File: src/rtl/addsub_arbiter.sv
// -----------------------------------------------------------------------------
// addsub_arbiter
//
// Two-requester shared add/subtract unit. A three-state FSM
// (IDLE -> EXEC -> RESP -> IDLE) picks one requester in IDLE, captures its
// operands, computes A+B or A-B during EXEC and presents the registered
// result and signed-overflow flag from RESP onwards. Simultaneous requests
// are arbitrated round-robin (requester 0 wins first after reset).
//
// Build option:
//   ADDSUB_ARB_FIXED_PRIO_EN  when defined, requester 0 always wins a tie and
//                             the last-granted pointer is not built.
//
// Ports:
//   clk          in   clock, rising edge active
//   rst_n        in   asynchronous active-low reset
//   req0/req1    in   operation request from requester 0/1
//   a0/a1,b0/b1  in   [WIDTH] two's-complement operands of requester 0/1
//   m0/m1        in   mode of requester 0/1: 0 = A+B, 1 = A-B
//   gnt0/gnt1    out  pulse during EXEC: operands of requester 0/1 captured
//   done0/done1  out  pulse during RESP: result/ovf belong to requester 0/1
//   result       out  [WIDTH] registered sum or difference
//   ovf          out  registered signed-overflow flag
//   busy         out  high whenever the FSM is not in IDLE
// -----------------------------------------------------------------------------
module addsub_arbiter #(
   parameter int WIDTH = 4
) (
   input  logic             clk,
   input  logic             rst_n,
   input  logic             req0,
   input  logic             req1,
   input  logic [WIDTH-1:0] a0,
   input  logic [WIDTH-1:0] b0,
   input  logic [WIDTH-1:0] a1,
   input  logic [WIDTH-1:0] b1,
   input  logic             m0,
   input  logic             m1,
   output logic             gnt0,
   output logic             gnt1,
   output logic             done0,
   output logic             done1,
   output logic [WIDTH-1:0] result,
   output logic             ovf,
   output logic             busy
);

   typedef enum logic [1:0] {
      IDLE = 2'd0,
      EXEC = 2'd1,
      RESP = 2'd2
   } state_t;

   state_t           state_reg, state_next;
   logic             capture;
   logic             winner;          // 0 = requester 0, 1 = requester 1
   logic [WIDTH-1:0] a_reg, b_reg;
   logic             m_reg;
   logic             id_reg;
   logic [WIDTH-1:0] result_reg;
   logic             ovf_reg;

   // -------------------------------------------------------------------------
   // Arbitration
   // -------------------------------------------------------------------------
`ifdef ADDSUB_ARB_FIXED_PRIO_EN
   // Requester 0 always wins; requester 1 only when it asks alone.
   assign winner = ~req0;
`else
   logic last_reg;

   // On a tie, grant the requester that did not win last time.
   assign winner = (req0 && req1) ? ~last_reg : req1;

   always_ff @(posedge clk or negedge rst_n) begin
      if (!rst_n) begin
         last_reg <= 1'b1;
      end else if (capture) begin
         last_reg <= winner;
      end
   end
`endif

   // -------------------------------------------------------------------------
   // FSM
   // -------------------------------------------------------------------------
   always_ff @(posedge clk or negedge rst_n) begin
      if (!rst_n) begin
         state_reg <= IDLE;
      end else begin
         state_reg <= state_next;
      end
   end

   always_comb begin
      state_next = state_reg;
      capture    = 1'b0;
      gnt0       = 1'b0;
      gnt1       = 1'b0;
      done0      = 1'b0;
      done1      = 1'b0;
      busy       = (state_reg != IDLE);
      case (state_reg)
         IDLE: begin
            if (req0 || req1) begin
               state_next = EXEC;
               capture    = 1'b1;
            end
         end
         EXEC: begin
            gnt0       = ~id_reg;
            gnt1       = id_reg;
            state_next = RESP;
         end
         RESP: begin
            done0      = ~id_reg;
            done1      = id_reg;
            state_next = IDLE;
         end
         default: state_next = IDLE;
      endcase
   end

   // -------------------------------------------------------------------------
   // Datapath: subtraction is A + ~B + 1, so one adder serves both modes.
   // -------------------------------------------------------------------------
   logic [WIDTH-1:0] b_x;
   logic [WIDTH:0]   sum_full;
   logic             carry_in_msb;

   assign b_x      = b_reg ^ {WIDTH{m_reg}};
   assign sum_full = {1'b0, a_reg} + {1'b0, b_x} + {{WIDTH{1'b0}}, m_reg};
   // The MSB sum bit is a ^ b ^ carry-in, so the carry into the MSB falls out
   // of the full sum without a second adder.
   assign carry_in_msb = sum_full[WIDTH-1] ^ a_reg[WIDTH-1] ^ b_x[WIDTH-1];

   always_ff @(posedge clk or negedge rst_n) begin
      if (!rst_n) begin
         a_reg      <= '0;
         b_reg      <= '0;
         m_reg      <= 1'b0;
         id_reg     <= 1'b0;
         result_reg <= '0;
         ovf_reg    <= 1'b0;
      end else begin
         if (capture) begin
            a_reg  <= winner ? a1 : a0;
            b_reg  <= winner ? b1 : b0;
            m_reg  <= winner ? m1 : m0;
            id_reg <= winner;
         end
         if (state_reg == EXEC) begin
            result_reg <= sum_full[WIDTH-1:0];
            ovf_reg    <= carry_in_msb ^ sum_full[WIDTH];
         end
      end
   end

   assign result = result_reg;
   assign ovf    = ovf_reg;

endmodule
File: config.mk
export PLATFORM = sky130hd
export DESIGN_NAME = addsub_arbiter
export DESIGN_NICKNAME = d
export VERILOG_FILES = /design/src/rtl/addsub_arbiter.sv
export SDC_FILE = /design/constraint.sdc
export NUM_CORES = 1
export LEC_CHECK = 0
export CORE_ASPECT_RATIO = 0.6
export CORE_UTILIZATION = 37
export CTS_BUF_LIST = sky130_fd_sc_hd__clkbuf_4
export DETAILED_ROUTE_END_ITERATION = 8
export PLACE_DENSITY = 0.67
export SYNTH_ARGS = -nofsm -noshare
export SYNTH_HDL_FRONTEND = slang
export SYNTH_SLANG_ARGS = --single-unit
export TNS_END_PERCENT = 50
File: constraint.sdc
create_clock -name clk -period 3.1 [get_ports clk]
set_input_delay 0.31 -clock clk [delete_from_list [all_inputs] [get_ports clk]]
set_output_delay 0.31 -clock clk [all_outputs]
set_load 0.03 [all_outputs]
# --- Word-level counts from Yosys, hierarchy flattened ---
# Cells that the tools add are included.
# Widths: inputs -> output; s select.
totals:
  regBits: 18
  output_inout_bits: 10
classes:
  mux: 12
  n_reduce_logical: 4
  n_addsub: 2
  bitwise_logic: 6
  eq_ne: 3
ops:
  columns: ["operator", "n"]
  rows:
  - ["$mux 1", 8]
  - ["$mux 4", 2]
  - ["$add 4x4->5", 1]
  - ["$add 5x1->5", 1]
  - ["$pmux 2 s2", 1]
  - ["$xor 4x4->4", 1]
  - ["$xor 1x1->1", 3]
  - ["$eq 2x1->1 const B", 1]
  - ["$eq 2x2->1 const B", 1]
  - ["$logic_not 2->1", 1]
  - ["$mux 2", 1]
  - ["$ne 2x2->1 const B", 1]
  - ["$not 1->1", 2]
  - ["$reduce_bool 2->1", 1]
  - ["$logic_and 1x1->1", 1]
  - ["$logic_or 1x1->1", 1]

# --- Logic depth before layout (Yosys ltp) ---
depth:
  word_depth: 6
  depth_mapped: 7
  ltp_nobuf: 7

# --- Worst setup path after synthesis ---
# OpenSTA, ideal clock, no wires.
synth_timing:
  path_kind: "register -> register"
  startpoint: "register m_reg"
  endpoint: "register ovf_reg, in the netlist ovf"
  synth_period_minus_slack_ps: 2130
  n_path_buf: 0
  arrival_ps: 1998
  setup_ps: 132
  slack_ps: 970
  stages_incl_launch_ff: 8
  path_cell_list: "dfrtp_1 > mux2_2 > fa_1 > a21o_1 > a21oi_1 > xnor3_1 > xnor2_1 > o21ai_1"
synth_via:
  elab_chain_len: 6
synth_rtl:
  columns: ["element", "line", "source"]
  rows:
  - ["start, declared", "58", "logic m_reg;"]
  - ["start signal, assigned", "149", "m_reg <= winner ? m1 : m0;"]
  - ["$xor 4x4->4", "131", "assign b_x = b_reg ^ {WIDTH{m_reg}};"]
  - ["$add 4x4->5", "132", "assign sum_full = {1'b0, a_reg} + {1'b0, b_x} + {{WIDTH{1'b0}}, m_reg};"]
  - ["$add 5x1->5", "132", null]
  - ["$xor 1x1->1 (2 in a row)", "135", "assign carry_in_msb = sum_full[WIDTH-1] ^ a_reg[WIDTH-1] ^ b_x[WIDTH-1];"]
  - ["$xor 1x1->1 (*)", "154", "ovf_reg <= carry_in_msb ^ sum_full[WIDTH];"]
  - ["end signal, assigned", "154", null]
  - ["end, declared", "61", "logic ovf_reg;"]
# Every way passes the cells marked *; elsewhere a longest branch is shown, timed or not.
# A chain may end at the register's enable or synchronous reset.

# --- Final worst setup path ---
# Ends and elaborated chain as after synthesis.

==> summary.md <==
| Metric | Value |
|---|---|
| Total die area | `between 2000 and 3000 um^2` |
| Clk_lat worst skew | `0.29 ns` |
| Sequential-to-total area share from yosys stat | `0.4707` |
| Status | `finished, final reports clean` |
| CTS tree | `done` |
| Nets@finish | `152` |
| Int Pwr | `about 0.97 mW` |
| Period utilization | `0.7303` |
| Synthesized Nets | `118` |
| Die W | `67.75 um` |
| Cells after Synth | `between 90 and 100` |
| DP HPWL | `roughly 1400 um` |
| Max-capacitance violation count | `0` |
| Commonest non-fill, non-tap cell in the layout | `clkdlybuf4s50_1` |
| Die height | `41.45 um` |
| Clk root buf | `clkbuf_4` |
| Cell Pwr Density | `between 1000 and 1500 nW/um^2` |
| Share of layout cells above drive strength 1 | `0.09600` |
| Largest net degree at the start of global routing | `21` |
| Synthesized cell area | `959.7 um^2` |
| Worst path max stage delay | `0.47 ns` |
| Slew Limit Fails | `0` |
| Flip-flop and latch count after synthesis | `18` |
| Syn Area/Cell | `10.43 um^2` |
| Total negative slack | `0 ns` |
| WP data required | `3.27 ns` |
| Synth Warn # | `0` |
| Critical Path Sink Type | `flip-flop` |
| Proportion of power drawn by combinational gates | `0.649` |
| Clk buf depth | `2` |
| Hold crit path type | `primary input to async pin` |
| Peak Freq | `0.4417 GHz` |
| Pleak | `0.5757 nW` |
| Worst slew margin | `0.4626` |
| NetSw | `0.6851 mW` |
| Final setup fails | `0` |
| R2r setup slk | `0.84 ns` |
| H-Tree Depth | `1` |
| Via count | `724` |
| Port Buffers | `31` |
| Crit path cell chain | `mux2_2 > fa_1 > a21o_1 > a21oi_1 > xnor3_1 > xnor2_1 > o21ai_1` |
| Measured slew at the worst slew-check pin | `between 0.8 and 0.9 ns` |
| Drt wl/cell | `around 11 um` |
| Area grow syn2layout | `39.24%` |
| Remaining DRCs | `0` |
| Most frequent cells in the layout | `clkdlybuf4s50_1 (31), dfrtp_1 (17), nor2_1 (14)` |
| Critical Path Source Type | `flip-flop` |
| Core area | `2310 um^2` |
| CTS Hold Bufs | `0` |
| RSZ-0062 raised after global routing | `no` |
| First-pass detailed-route iteration total | `4` |
| Diode count | `0` |
| Starting DRC count in detailed routing | `16` |
| IO Count | `32` |
| Clock transition at path regs | `0.10 ns` |
| Critical Path Slowest Stage Cell | `dfrtp_1` |
| Crit path kind | `flip-flop to flip-flop` |
| Layout fillers | `196` |
| Sw Ratio | `0.4148` |
| Initial antenna violation count | `0` |
| Minimum clock period | `2.264 ns` |
| Post-DR vias/cell | `4.671` |
| Remaining antenna violation count | `0` |
| Initial core utilization | `0.4155` |
| Clk_skew | `between 0.003 and 0.004 ns` |
| First-pass GRT wire length | `3167 um` |
| Site Rows | `13` |
| Postcts setup bufs | `0` |
| Vias in the first global route | `708` |
| TritonCTS Buffers | `3` |
| Clk pwr share | `0.077` |
| Final hold viol count | `0` |
| Sequential cell fraction of total power | `0.275` |
| All-layer global routing usage | `0.1529` |
| Post-synthesis cell type count | `25` |
| RePlAce Congestion | `0.7388` |
| Routed WL | `roughly 1800 um` |
| Peak supply drop | `~0.00034 V` |
| Clock sink total | `18` |
| Resize count post-CTS | `0` |
| Arrival time at the worst endpoint | `2.43 ns` |
| Max Fanout on Critical Path | `5` |
| Hold_ws | `0.4790 ns` |
| GRT overflow | `0` |
-- logic make-up after synthesis --
logic type,count (synthesis),share of synthesized area
AO/OA/AOI/OAI,21,0.1226
buffers and inverters,7,0.02868
flip-flops,18,0.4707
adder cells (fa/ha/maj),4,0.05998
multiplexers,11,0.1173
AND/OR/NAND/NOR,22,0.09648
XOR/XNOR,9,0.1043
-- layout make-up --
class | count | area, um^2 | share of cell area
multi-input combinational | 67 | 480.5 | 0.3596
sequential | 18 | 451.7 | 0.3380
inverter | 3 | 11.26 | 0.008427
clock buffer | 4 | 30.03 | 0.02247
timing repair buffer | 33 | 325.3 | 0.2434
tap | 30 | 37.54 | 0.02809
-- routing by layer --
metal,track usage,vias to the layer above,share of wire
li1,-,380,-
met1,0.2191,312,0.54
met2,0.2139,32,0.39
met3,0.06593,0,0.072
met4,0.02553,0,0
met5,0,-,0
-- synth_stat cells (all sizes together) --
master | instances | area, um^2
xnor3 | 1 | 22.52
o21ai | 5 | 25.02
nand2 | 5 | 18.77
mux2 | 2 | 22.52
nand2b | 1 | 6.260
nor2 | 14 | 52.55
nor3b | 2 | 15.01
xor2 | 4 | 42.55
dfstp | 1 | 26.28
a31oi | 1 | 6.260
fa | 1 | 20.02
a21oi | 12 | 63.81
inv | 3 | 11.26
mux2i | 9 | 90.09
xnor2 | 4 | 35.03
a21o | 2 | 15.01
dfrtp | 17 | 425.4
clkbuf | 3 | 11.26
ha | 3 | 37.54
a21boi | 1 | 7.510
buf | 1 | 5.000
-- stage by stage --
| stage | std cells | cell area, um^2 | utilization | setup slack (ns) | power, mW |
|---|---|---|---|---|---|
| 4_1_cts | 155 | 1336 | 0.5785 | 0.8304 | 1.670 |
| 6_report | 155 | 1336 | 0.5785 | 0.8360 | 1.652 |
| 5_1_grt | 155 | 1336 | 0.5785 | 0.7319 | 1.807 |
| 3_5_place_dp | 151 | 1306 | 0.5655 | 0.8382 | 1.540 |
| 2_1_floorplan | 92 | 959.7 | - | 0.9703 | 1.272 |
| 3_3_place_gp | 151 | 1306 | 0.5655 | 0.8946 | 1.514 |
-- critical path: cells and delay by family (launching register included) --
family,cells,cell delay [ns]
AO/OA/AOI/OAI,3,0.45
XOR/XNOR,2,0.49
adder cells (fa/ha/maj),1,0.42
flip-flops,1,0.47
multiplexers,1,0.32
-- worst paths after layout --
kind | start | to | cells past startpoint
hold / removal | rst_n | state_reg[0]$_DFFE_PN0P_ | 1
min in group clk | result[3]$_DFFE_PN0N_ | result[3]$_DFFE_PN0N_ | 2
setup / recovery | m_reg$_DFFE_PN0P_ | ovf$_DFFE_PN0N_ | 7
max in group asynchronous | rst_n | a_reg[3]$_DFFE_PN0P_ | 1
hold reg to reg | result[3]$_DFFE_PN0N_ | result[3]$_DFFE_PN0N_ | 2
setup reg to reg | m_reg$_DFFE_PN0P_ | ovf$_DFFE_PN0N_ | 7
-- power groups by stage --
stage	clock network [mW]	registers [mW]	logic (mW)
3_5_place_dp	0	0.460	1.08
4_1_cts	0.131	0.455	1.08
6_report	0.127	0.454	1.07
5_1_grt	0.144	0.469	1.19
2_1_floorplan	0	0.506	0.766
3_3_place_gp	0	0.453	1.06
(Power assumes the default switching activity.)
